**config.mk**
```make
export PLATFORM = sky130hd
export DESIGN_NAME = mem_port_arbiter
export DESIGN_NICKNAME = d
export VERILOG_FILES = /design/src/rtl/mem_port_arbiter_pkg.sv /design/src/rtl/mem_port_arbiter.sv
export SDC_FILE = /design/constraint.sdc
export NUM_CORES = 1
export LEC_CHECK = 0
export BUFFER_PORTS_ARGS = -buffer_cell sky130_fd_sc_hd__buf_4
export CAP_MARGIN = 5
export CORE_MARGIN = 3
export CORE_UTILIZATION = 42
export CTS_CLUSTER_SIZE = 28
export DETAILED_ROUTE_END_ITERATION = 7
export HOLD_SLACK_MARGIN = 0.08
export PLACE_DENSITY = 0.87
export SYNTH_ARGS = -nofsm -noshare
export SYNTH_HDL_FRONTEND = slang
export SYNTH_SLANG_ARGS = --single-unit
export TNS_END_PERCENT = 50
```
**constraint.sdc**
```tcl
create_clock -name clk -period 4.4 [get_ports clk]
set_input_delay 0.44 -clock clk [delete_from_list [all_inputs] [get_ports clk]]
set_output_delay 0.44 -clock clk [all_outputs]
set_load 0.01 [all_outputs]
```
**src/rtl/mem_port_arbiter_pkg.sv**
```systemverilog
// Shared constants for the memory port arbiter: FSM encodings, default widths
// and the fetch starvation limit.
`timescale 1ns/1ps
package mem_port_arbiter_pkg;

  localparam int unsigned ADDR_W_DEF     = 32;
  localparam int unsigned DATA_W_DEF     = 32;
  localparam int unsigned STARVE_MAX_DEF = 4;
  localparam int unsigned STARVE_CNT_W   = 4;

  localparam logic [1:0] ST_IDLE   = 2'd0;
  localparam logic [1:0] ST_GNT_IF = 2'd1;
  localparam logic [1:0] ST_GNT_D  = 2'd2;

  // True once data has overtaken a waiting fetch the maximum number of times.
  function automatic logic fetch_forced(input logic [STARVE_CNT_W-1:0] cnt,
                                        input int unsigned           limit);
    return cnt >= STARVE_CNT_W'(limit);
  endfunction

endpackage

```
**src/rtl/mem_port_arbiter.sv**
```systemverilog
// Shares one req/ack memory port between instruction fetch and data accesses.
// Data wins ties, but a waiting fetch is granted after STARVE_MAX data grants.
`timescale 1ns/1ps
module mem_port_arbiter
  import mem_port_arbiter_pkg::*;
#(
  parameter int unsigned ADDR_W     = ADDR_W_DEF,
  parameter int unsigned DATA_W     = DATA_W_DEF,
  parameter int unsigned STARVE_MAX = STARVE_MAX_DEF
) (
  input  logic              clk,
  input  logic              reset,
  input  logic              if_req,
  input  logic [ADDR_W-1:0] if_addr,
  output logic              if_done,
  output logic [DATA_W-1:0] if_rdata,
  input  logic              d_read,
  input  logic              d_write,
  input  logic              d_byte,
  input  logic [ADDR_W-1:0] d_addr,
  input  logic [DATA_W-1:0] d_wdata,
  output logic              d_done,
  output logic [DATA_W-1:0] d_rdata,
  output logic              mem_req,
  output logic              mem_we,
  output logic              mem_byte,
  output logic [ADDR_W-1:0] mem_addr,
  output logic [DATA_W-1:0] mem_wdata,
  input  logic [DATA_W-1:0] mem_rdata,
  input  logic              mem_ack,
  output logic              busy
);

  logic [1:0]              state, state_nxt;
  logic [STARVE_CNT_W-1:0] starve_cnt, starve_cnt_nxt;
  logic                    mem_req_nxt, mem_we_nxt, mem_byte_nxt;
  logic [ADDR_W-1:0]       mem_addr_nxt;
  logic [DATA_W-1:0]       mem_wdata_nxt;
  logic                    if_done_nxt, d_done_nxt, busy_nxt;
  logic [DATA_W-1:0]       if_rdata_nxt, d_rdata_nxt;
  logic                    d_req;

  assign d_req = d_read | d_write;

  // State and registered outputs
  always_ff @(posedge clk or posedge reset) begin
    if (reset) begin
      state      <= ST_IDLE;
      starve_cnt <= '0;
      mem_req    <= 1'b0;
      mem_we     <= 1'b0;
      mem_byte   <= 1'b0;
      mem_addr   <= '0;
      mem_wdata  <= '0;
      if_done    <= 1'b0;
      d_done     <= 1'b0;
      if_rdata   <= '0;
      d_rdata    <= '0;
      busy       <= 1'b0;
    end else begin
      state      <= state_nxt;
      starve_cnt <= starve_cnt_nxt;
      mem_req    <= mem_req_nxt;
      mem_we     <= mem_we_nxt;
      mem_byte   <= mem_byte_nxt;
      mem_addr   <= mem_addr_nxt;
      mem_wdata  <= mem_wdata_nxt;
      if_done    <= if_done_nxt;
      d_done     <= d_done_nxt;
      if_rdata   <= if_rdata_nxt;
      d_rdata    <= d_rdata_nxt;
      busy       <= busy_nxt;
    end
  end

  // Arbitration, command launch and completion
  always_comb begin
    state_nxt      = state;
    starve_cnt_nxt = starve_cnt;
    mem_req_nxt    = mem_req;
    mem_we_nxt     = mem_we;
    mem_byte_nxt   = mem_byte;
    mem_addr_nxt   = mem_addr;
    mem_wdata_nxt  = mem_wdata;
    if_done_nxt    = 1'b0;
    d_done_nxt     = 1'b0;
    if_rdata_nxt   = if_rdata;
    d_rdata_nxt    = d_rdata;

    case (state)
      ST_IDLE: begin
        if (d_req && !(if_req && fetch_forced(starve_cnt, STARVE_MAX))) begin
          state_nxt      = ST_GNT_D;
          starve_cnt_nxt = if_req ? starve_cnt + STARVE_CNT_W'(1) : '0;
          mem_req_nxt    = 1'b1;
          mem_we_nxt     = d_write;
          mem_byte_nxt   = d_byte;
          mem_addr_nxt   = d_addr;
          mem_wdata_nxt  = d_wdata;
        end else if (if_req) begin
          state_nxt      = ST_GNT_IF;
          starve_cnt_nxt = '0;
          mem_req_nxt    = 1'b1;
          mem_we_nxt     = 1'b0;
          mem_byte_nxt   = 1'b0;
          mem_addr_nxt   = if_addr;
          mem_wdata_nxt  = '0;
        end else begin
          starve_cnt_nxt = '0;
        end
      end
      ST_GNT_IF: begin
        if (mem_ack) begin
          state_nxt    = ST_IDLE;
          mem_req_nxt  = 1'b0;
          if_rdata_nxt = mem_rdata;
          if_done_nxt  = 1'b1;
        end
      end
      ST_GNT_D: begin
        if (mem_ack) begin
          state_nxt   = ST_IDLE;
          mem_req_nxt = 1'b0;
          d_rdata_nxt = mem_rdata;
          d_done_nxt  = 1'b1;
        end
      end
      default: begin
        state_nxt   = ST_IDLE;
        mem_req_nxt = 1'b0;
      end
    endcase

    busy_nxt = (state_nxt != ST_IDLE);
  end

endmodule

```
### Word-level counts from Yosys, hierarchy flattened

Index checks and enable logic that the tools add are counted.

* bits of input ports: 135
* bits in registers: 140
* logic and storage cells: 50
* output and inout port bits: 134

* equal/unequal tests: 4
* reductions and logical operators: 11
* $add $sub $neg: 1
* bitwise operators: 1
* muxes and demuxes: 20
* magnitude comparators: 1

Operator list (count)
* two-way mux 32 bit: 4
* two-way mux 1 bit: 9
* two-way mux 4 bit: 2
* AND reduction 2 bit: 4
* two-way mux 2 bit: 3
* adder 4 x 1 -> 4 bit (second input constant): 1
* >= comparator 4 x 3 -> 1 bit (second input constant): 1
* case mux 2 bit (2 select lines): 1
* nonzero test 2 bit: 2
* inequality test 3 bit (second input constant): 1
* == test 2 x 1 -> 1 bit (second input constant): 1
* == test 2 bit (second input constant): 1
* logical AND 1 bit: 2
* logical NOT 2 bit: 1
* inequality test 2 x 1 -> 1 bit (second input constant): 1
* case mux 1 bit (2 select lines): 1
* OR reduction 2 bit: 1
* logical NOT 1 bit: 1
* OR 1 bit: 1

### Longest topological paths before layout

Gate-level depths: netlist of the first run.

* depth in word-level cells: 7
* mapped depth: 6
* gate-level depth less buffers: 5

### Least setup slack after synthesis of the first run

No wires, ideal clock.

* kind: register to register
* start point: register state[0]
* end point: register busy
* stages on the path, launching flop included: 7
* arrival time: 1403 ps
* buffers on the path: 1
* clock period less this slack: 1538 ps
* setup slack: 2862 ps
* library setup time: 135 ps
* required time: 4265 ps
* cell sequence: dfrtp_1 inv_1 ha_1 clkbuf_1 o21a_1 a221oi_1 a31oi_1

* cells in the longest elaborated chain, start to end: 4
* elaborated cells on any way between the ends: 9
* classes of those cells: eq/ne (2); mux (4); reduce/logical (3)

Ends and longest elaborated chain
* start, declared: RTL line mem_port_arbiter.sv:34 `logic [1:0] state, state_nxt;`
* start signal, assigned: RTL line mem_port_arbiter.sv:61 `state <= state_nxt;`
* == test 2 bit (tied with other cells): RTL line mem_port_arbiter.sv:90 `case (state)`
* OR reduction 2 bit (no source line) / two-way mux 2 bit (equally long branches)
* case mux 2 bit (2 select lines) *: RTL line mem_port_arbiter.sv:90
* nonzero test 2 bit *: RTL line mem_port_arbiter.sv:134 `busy_nxt = (state_nxt != ST_IDLE);`
* net busy_nxt: RTL line mem_port_arbiter.sv:39 `logic if_done_nxt, d_done_nxt, busy_nxt;`
* end signal, assigned: RTL line mem_port_arbiter.sv:72 `busy <= busy_nxt;`
* end, declared: RTL line mem_port_arbiter.sv:31 `output logic busy`

The timed path passes the listed nets; every way through them passes the cells marked *.
A chain may end at the register's enable or synchronous reset.

### Worst setup path in the final report of the first run

* start point: register state[0]
* end point: register mem_wdata[7]

* cells in the longest elaborated chain, start to end: 2

Ends and longest elaborated chain
* logical NOT 2 bit: RTL line mem_port_arbiter.sv:90
* AND reduction 2 bit (no source line)
* end signal, assigned: RTL line mem_port_arbiter.sv:67 `mem_wdata <= mem_wdata_nxt;`
* end, declared: RTL line mem_port_arbiter.sv:28 `output logic [DATA_W-1:0] mem_wdata,`

Every way passes these cells.

==> results of run 1 <==
worst min-delay path by stage:
stage | startpoint | to | slack (ns) | cells past startpoint
floorplan | starve_cnt[0] | starve_cnt[0] | 0.46 | 1
global placement | starve_cnt[0] | starve_cnt[0] | 0.47 | 1
detailed placement | starve_cnt[0] | starve_cnt[0] | 0.48 | 1
CTS | d_wdata[25] | mem_wdata[25] | 0.24 | 2
global route | d_wdata[2] | mem_wdata[2] | 0.24 | 2
finish | reset | mem_wdata[13] | 0.23 | 2
metrics by stage:
| step | utilization [%] | cells | hold WS (ns) |
|---|---|---|---|
| global placement | 60.0 | 851 | 0.473 |
| floorplan | - | 441 | 0.457 |
| global route | 64.6 | 883 | 0.241 |
| detailed placement | 60.0 | 851 | 0.476 |
| finish | 64.6 | 883 | 0.227 |
| CTS | 64.4 | 882 | 0.235 |
power breakdown:
part / switching [mW] / leakage [nW] / internal (mW)
combinational: 1.20 / 2.06 / 1.37
sequential: 0.396 / 1.69 / 1.91
clock: 0.536 / 0.272 / 0.839
registers in the layout, indices dropped and copies added (netlist names):
name and cells:
if_done 1, starve_cnt 4, mem_addr 32, state 2, busy 1, if_rdata 32
d_rdata 32, mem_wdata 32, mem_byte 1, d_done 1, mem_we 1, mem_req 1
layer usage:
layer	track usage [%]	wire length (um)
met1	26.3	6390
met2	37.0	8330
met3	5.52	1390
met4	7.28	261
met5	0	0
layout by cell type (no fill, tap or decap), types with 6 or more instances in the layout:
cell,count
nor2_1,33
o21ai_0,31
a22o_1,34
mux2_2,64
dfrtp_1,140
buf_4,272
a31oi_1,33
inv_1,6
clkbuf_16,17
a21oi_1,33
kinds of logic after synthesis:
| group | Yosys count | share of synthesized area (%) |
|---|---|---|
| flip-flops | 140 | 62.2 |
| multiplexers | 65 | 13.0 |
| buffers and inverters | 41 | 3.51 |
| AO/OA/AOI/OAI | 144 | 16.5 |
| adder cells (fa/ha/maj) | 5 | 1.11 |
| AND/OR/NAND/NOR | 46 | 3.69 |
final cells by class:
class                           instances  area [um^2]
Fill cell                             984         4560
Sequential cell                       140         3500
Clock buffer                           19          433
Tap cell                              172          215
Timing Repair Buffer                  273         2060
Multi-Input combinational cell        260         1940
Clock inverter                         12          139
Inverter                                7         31.3
critical path, cell delays in order (launching register included):
cell	delay, ns
dfrtp_1	0.43
inv_1	0.12
ha_1	0.44
o31ai_4	0.16
nor3_4	0.99
a22o_1	0.28
==> results_dict.tcl, run 1 <==
set metrics [dict create \
    cts.clk_slew.worst_paths_ns 0.06 \
    r2r_cells 5 \
    drive_above_1_share_pct 52.2 \
    clockBufferDepth 2 \
    ys_ff_latch 140 \
    setup_viol 0 \
    reg2reg_slack_ns 1.90 \
    synth_edf_count 0 \
    postCtsHoldBufs 0 \
    syn_area_um2 5630 \
    wl_per_cell_um 18.5 \
    setup_tns_ns 0 \
    vias_per_cell 5.36 \
    synth_fp_nets 581 \
    worst_slew_pin_slew_ns 1.23 \
    antenna_found_initial 0 \
    ys.warnings.count 0 \
    die_x_um 122 \
    r2r-start "state[0]" \
    dr.pass1.iters 5 \
    slew_headroom_pct 18.0 \
    synth_commonest_cells "dfrtp_1, mux2_2, a22o_1" \
    post-dp-hpwl_um 11800 \
    cts_setup_buffers 0 \
    rsz0062_at_grt "no" \
    irDropWorstVdd_mv 0.382 \
    yosysMostFrequentCell "dfrtp_1" \
    worstSetupStartpointType "flip-flop" \
    postSynth.asyncResetShare_pct 100 \
    power_density_nw_per_um2 751 \
    crit_fanout 34 \
    cap_violations 0 \
    status "finished, final reports clean" \
    num_vias 4730 \
    drt-initial-drc-count 355 \
    critPathRequiredTime_ns 4.73 \
    place.gp.congestion 0.766 \
    start_util_pct 43.7 \
    endpoint "mem_wdata[7]" \
    nets 839 \
    fp.dieH_um 122 \
    grt_pass1_wl_um 24900 \
    p_leak_nw 4.02 \
    synthCells 441 \
    hp-class "in -> async" \
    cts-htree-levels 4 \
    insertion_delay_ns 0.40 \
    fin_crit_sh_pct 56.9 \
    areaGrowthSynthToFinish_pct 47.8 \
    ys.flop_type "dfrtp_1" \
    setup_slack_ns 1.90 \
    io_buffers 268 \
    finalClockSkew_ns 0.00812 \
    cts_sinks 140 \
    critPathLaunch "state[0]" \
    finalPower_mw 6.25 \
    n_antenna_cell 0 \
    ys_types 29 \
    yosysTopAreaCellShare_pct 62.2 \
    drcViolationCount 0 \
    dieArea_um2 14800 \
    boundaryPins 269 \
    pre_cts_slack_ns 1.83 \
    worstReg2RegEnd "mem_wdata[7]" \
    cts_resized 0 \
    syn_area_per_cell_um2 12.8 \
    antenna_left 0 \
    grt_max_degree 106 \
    slew_violations 0 \
    dpl_cell_area_um2 7720 \
    crit_type "reg -> reg" \
    cts_tree "done" \
    core_area_um2 12900 \
    grt_pass1_vias 4778 \
    overflow 0 \
    cp-end-kind "flip-flop" \
    synth_top_area_cell "dfrtp_1" \
    max_freq_mhz 400 \
    grtUsageTotal_pct 21.5 \
    ys_seq_area_share_pct 62.2 \
    rows 41 \
    numCtsBuffers 17 \
    period_needed_ns 2.50 \
    cts-root-buf "clkbuf_16" \
    worstPathArrival_ns 2.84 \
    fin_area_um2 8320 \
    hold_viol 0 \
    routed_wl_um 16400 \
    synthTopCellsByArea "dfrtp_1, mux2_2, a22o_1" \
]
No activity file was read; power rests on OpenSTA's default activity.
==> inputs of run 2 (changes only) <==
Settings changed: ABC_AREA set to 1, CORE_UTILIZATION 42 to 46, PLACE_DENSITY 0.87 to 0.89.
Clock period 4.4 ns to 2.5 ns, I/O delays scaled along.
==> run 2 against run 1 <==
Compared with the run above: combinational power grew 70%; total power grew 70%; clock skew shrank 0.0026 ns; synthesized cell count grew 41%; worst hold slack lost 0.13 ns; register-to-register slack lost 1.3 ns; worst setup slack lost 1.3 ns; clock power grew 69%; global-route usage grew 3.5 points; core utilization grew 9.1 points; critical path depth grew 1; first-iteration DRC count grew 66%; highest routed layer unchanged.
==> results_dict.tcl, run 2 <==
set metrics [dict create \
    status "finished, final reports clean" \
    synthTopCellsByArea "dfrtp_1, nand2_1, a21oi_1" \
    dr.pass1.iters 5 \
    yosysMostFrequentCell "nand2_1" \
    max_freq_mhz 521 \
    drt-initial-drc-count 589 \
    slew_headroom_pct 53.4 \
    dpl_cell_area_um2 7770 \
    numCtsBuffers 17 \
    place.gp.congestion 0.808 \
    post-dp-hpwl_um 11700 \
    fp.dieH_um 117 \
    core_area_um2 11700 \
    p_leak_nw 4.65 \
    start_util_pct 48.4 \
    cap_violations 0 \
    power_density_nw_per_um2 1230 \
    period_needed_ns 1.92 \
    io_buffers 268 \
    synth_commonest_cells "nand2_1, dfrtp_1, a21oi_1, o21ai_0, inv_1" \
    synth_fp_nets 762 \
    worstSetupStartpointType "flip-flop" \
    syn_area_per_cell_um2 9.11 \
    drcViolationCount 0 \
    grtUsageTotal_pct 24.9 \
    max_stage_delay_ns 0.58 \
    dieArea_um2 13700 \
    clockBufferDepth 2 \
    layout_common_cells "buf_4, nand2_1, dfrtp_1" \
    ys.warnings.count 0 \
    setup_viol 0 \
    cp-end-kind "flip-flop" \
    cts-root-buf "clkbuf_16" \
    antenna_left 0 \
    syn_area_um2 5660 \
    finalClockSkew_ns 0.00554 \
    rows 39 \
    finalPower_mw 10.6 \
    boundaryPins 269 \
    cts_setup_buffers 0 \
    worst_slew_pin_slew_ns 0.699 \
    setup_tns_ns 0 \
    hp-class "in -> reg" \
    cp_cell_sequence "inv_1 > ha_1 > o21ai_4 > buf_4 > a21oi_1 > a21oi_1" \
    hold_viol 0 \
    rsz0062_at_grt "no" \
    ys_seq_area_share_pct 61.9 \
    drive_above_1_share_pct 33.9 \
    grt_pass1_wl_um 26200 \
    num_vias 5412 \
    crit_type "reg -> reg" \
    layout_commonest_cell "buf_4" \
    cts_sinks 140 \
    slowest_stage "buf_4" \
    ys.flop_type "dfrtp_1" \
    critPathTopFamily "buffers and inverters" \
    areaGrowthSynthToFinish_pct 52.5 \
    antenna_found_initial 0 \
    postSynth.asyncResetShare_pct 100 \
    vias_per_cell 5.07 \
    ys_types 19 \
    grt_max_degree 77 \
    cts.clk_slew.worst_paths_ns 0.06 \
    ys_ff_latch 140 \
    synth_edf_count 0 \
    nets 1051 \
    fin_crit_sh_pct 76.7 \
    critPathRequiredTime_ns 2.83 \
    crit_top_cell "a21oi_1" \
    slew_violations 0 \
    fin_area_um2 8640 \
    yosysTopAreaCellShare_pct 61.9 \
    die_x_um 117 \
    path_buf_inv 2 \
    wl_per_cell_um 16.5 \
    insertion_delay_ns 0.41 \
    routed_wl_um 17600 \
    cts-htree-levels 4 \
    cts_tree "done" \
    synthCells 622 \
    worstPathArrival_ns 2.25 \
    cts_resized 0 \
    grt_pass1_vias 5208 \
    crit_fanout 67 \
    overflow 0 \
    synth_top_area_cell "dfrtp_1" \
    irDropWorstVdd_mv 0.691 \
]
==> run 2: changes by cell type in the layout (fill, tap and decap cells not counted), sizes merged, moves of 33 or more <==
cell	previous run	this run
nand3	3	36
a22o	34	0
a21oi	33	67
a31oi	33	0
mux2	64	0
inv	11	47
nand2	2	182
==> run 2: report_power, final <==
part	internal [mW]	leakage [nW]	switching [mW]
Clock	1.43	0.272	0.890
Combinational	2.03	2.65	2.35
Sequential	3.29	1.72	0.606
==> run 2: path summary, 6_finish.rpt <==
kind / depth (start not counted) / end / slack (ns) / startpoint
max in group asynchronous: 4 / if_rdata[30] / 1.63 / reset
min reg2reg: 2 / mem_wdata[9] / 0.48 / mem_wdata[9]
max: 6 / mem_addr[23] / 0.58 / state[0]
min: 3 / mem_wdata[14] / 0.1 / d_wdata[14]
min in group asynchronous: 4 / mem_wdata[17] / 0.55 / reset
max reg2reg: 6 / mem_addr[23] / 0.58 / state[0]
==> run 2: area by class of cell <==
type / instances / area [um^2]
antenna: 1 / 2.50
clock buffer: 23 / 478
clock inverter: 8 / 67.6
fill: 845 / 3070
inverter: 48 / 184
multi-input combinational: 395 / 1770
sequential: 140 / 3500
tap: 143 / 179
timing repair buffer: 309 / 2450
==> run 2: through the flow <==
| step | util [%] | std cells | hold slack [ns] | setup slack, ns |
|---|---|---|---|---|
| after floorplan | - | 622 | 0.388 | 0.501 |
| after global placement | 66.3 | 1003 | 0.416 | 0.704 |
| after detailed placement | 66.3 | 1003 | 0.418 | 0.630 |
| after CTS | 73.7 | 1066 | 0.0802 | 0.620 |
| after global routing | 73.7 | 1066 | 0.0928 | 0.443 |
| final | 73.8 | 1067 | 0.0974 | 0.582 |
==> run 2: repair_timing <==
action | in CTS | in global routing
endpoints found under the hold margin | 171 | 0
hold buffers | 32 | 0
setup endpoints to repair | 0 | 0
==> run 2: worst min-delay path, cell delays in order <==
cell     delay [ns]
buf_4          0.08
nand3_1        0.06
nand2_1        0.07
==> run 2: kinds of logic after synthesis <==
| logic type | after synthesis | share of synthesized area [%] |
|---|---|---|
| flip-flops | 140 | 61.9 |
| AND/OR/NAND/NOR | 253 | 17.7 |
| buffers and inverters | 87 | 6.89 |
| AO/OA/AOI/OAI | 137 | 12.4 |
| adder cells (fa/ha/maj) | 5 | 1.10 |
==> run 2: per-layer routing <==
metal / vias to the layer above / routed length, um / global-route usage [%] / share of wire (%)
met5: - / 0 / 0 / 0
met4: 0 / 478 / 10.6 / 2.7
met3: 42 / 919 / 4.88 / 5.2
met2: 228 / 9360 / 42.8 / 53
met1: 2577 / 6880 / 30.8 / 39
li1: 2565 / - / - / -
==> inputs of run 3 (changes only) <==
Settings changed: CORE_UTILIZATION 46 to 42, PLACE_DENSITY 0.89 to 0.86.
Clock period 2.5 ns to 1.65 ns, I/O delays scaled along.
==> run 3 against run 2 <==
Compared with the run above: total power is 62% higher; non-clock buffer count is 103 higher; sequential power is 53% higher; clock skew is 0.0063 ns higher; maximum frequency is 28% higher; worst setup slack worse by 0.43 ns; cell count is 13% higher; die area is 9.0% higher; critical path depth is 1 higher; design area is 14% higher; critical endpoint is now mem_wdata[21]; largest power group unchanged.
==> results_dict.tcl, run 3 (synthesis results as in run 2) <==
set metrics [dict create \
    postCtsHoldBufs 131 \
    p_comb_share_pct 41.6 \
    antenna_left 0 \
    layout_common_cells "buf_4, nand2_1, dfrtp_1" \
    dr.pass1.iters 6 \
    crit_fanout 49 \
    power_density_nw_per_um2 1740 \
    p_switching_mw 6.25 \
    core_area_um2 12900 \
    grtUsageTotal_pct 28.7 \
    die_x_um 122 \
    rows 41 \
    start_util_pct 44.0 \
    routed_wl_um 21200 \
    multi_input_area_um2 1780 \
    seq_power_share_pct 34.7 \
    period_needed_ns 1.50 \
    post-dp-hpwl_um 12000 \
    switching_share_pct 36.3 \
    cts.clk_slew.worst_paths_ns 0.07 \
    cp_cell_sequence "inv_1 > ha_1 > o21ai_4 > inv_2 > buf_12 > nand3_1 > nand2_1" \
    grt_max_degree 83 \
    io_buffers 268 \
    nets 1154 \
    clockBufferDepth 2 \
    hold_viol 0 \
    overflow 0 \
    worst_slew_pin_slew_ns 0.445 \
    fin_crit_sh_pct 91.0 \
    slew_headroom_pct 70.3 \
    wl_per_cell_um 17.6 \
    layout_commonest_cell "buf_4" \
    max_freq_mhz 666 \
    insertion_delay_ns 0.42 \
    num_vias 6096 \
    slowest_stage "dfrtp_1" \
    crit_type "reg -> reg" \
    antenna_found_initial 4 \
    grt_pass1_wl_um 32700 \
    reg2reg_slack_ns 0.15 \
    numCtsBuffers 17 \
    cts_resized 0 \
    setup_viol 0 \
    irDropWorstVdd_mv 0.942 \
    drcViolationCount 0 \
    fp.dieH_um 122 \
    boundaryPins 269 \
    max_stage_delay_ns 0.42 \
    drive_above_1_share_pct 31.4 \
    drt-initial-drc-count 609 \
    cts_tree "done" \
    dieArea_um2 14900 \
    vias_per_cell 5.07 \
    cts_sinks 140 \
    cts-root-buf "clkbuf_16" \
    areaGrowthSynthToFinish_pct 74.1 \
    register_area_um2 3500 \
    fin_hold_ws_ns 0.114 \
    cts-htree-levels 4 \
    rsz0062_at_grt "no" \
    cp-end-kind "flip-flop" \
    finalClockSkew_ns 0.0118 \
    cts_setup_buffers 0 \
    p_leak_nw 5.15 \
    status "finished, final reports clean" \
    worstSetupStartpointType "flip-flop" \
    fillers 789 \
    fin_util_pct 76.6 \
    worstPathArrival_ns 1.86 \
    critPathTopFamily "buffers and inverters" \
    place.gp.congestion 0.812 \
    hp-class "in -> reg" \
    intPower_mw 11.0 \
    slew_violations 0 \
    critPathRequiredTime_ns 2.01 \
    clkPwrFrac_pct 23.7 \
    grt_pass1_vias 6449 \
    path_buf_inv 3 \
    cap_violations 0 \
]
## run 3: routing by layer
layer	track usage (%)	wire length [um]	vias up	share of wire, %
met3	8.40	1410	119	6.7
met1	29.9	7290	2851	34
met4	19.2	1220	0	5.8
met5	0	0	-	0
li1	-	-	2771	-
met2	49.8	11300	355	53
## run 3: power by group through the flow
stage / combinational [mW] / sequential, mW / clock, mW
floorplan: 2.47 / 6.52 / 0
global placement: 6.52 / 5.83 / 0
detailed placement: 6.71 / 5.91 / 0
CTS: 7.03 / 5.89 / 4.11
global route: 7.78 / 6.14 / 4.28
finish: 7.16 / 5.97 / 4.07
## run 3: area by class of cell
| class | instances | share of cell area (%) |
|---|---|---|
| diodes | 4 | 0.102 |
| clock buffers | 23 | 5.15 |
| clock inverters | 9 | 1.33 |
| inverters | 48 | 1.87 |
| multi-input cells | 395 | 18.0 |
| flip-flops and latches | 140 | 35.5 |
| well taps | 172 | 2.18 |
| repair buffers | 412 | 35.8 |
## run 3: path summary, 6_finish.rpt
path                          startpoint       endpoint  depth (start not counted)
hold / removal             mem_rdata[10]    d_rdata[10]                          3
max in group asynchronous          reset     d_rdata[2]                          4
setup reg to reg                state[0]  mem_wdata[21]                          7
setup / recovery                state[0]  mem_wdata[21]                          7
hold reg to reg                   mem_we         mem_we                          2
min in group asynchronous          reset   mem_wdata[6]                          4
## run 3: worst reg2reg max path, stage by stage (launching register included)
cell and delay (ns):
dfrtp_1 0.42, inv_1 0.12, ha_1 0.22, o21ai_4 0.09, inv_2 0.08, buf_12 0.23
nand3_1 0.18, nand2_1 0.12
## run 3: metrics by stage
stage | area (um^2) | cells | setup TNS [ns] | setup slack, ns | total power, mW
global route | 9860 | 1203 | 0 | 0.0614 | 18.2
finish | 9860 | 1203 | 0 | 0.148 | 17.2
CTS | 9850 | 1199 | 0 | 0.205 | 17.0
detailed placement | 7900 | 1036 | 0 | 0.211 | 12.6
global placement | 7900 | 1036 | 0 | 0.278 | 12.3
floorplan | 5670 | 622 | -36.97 | -0.264 | 9.00
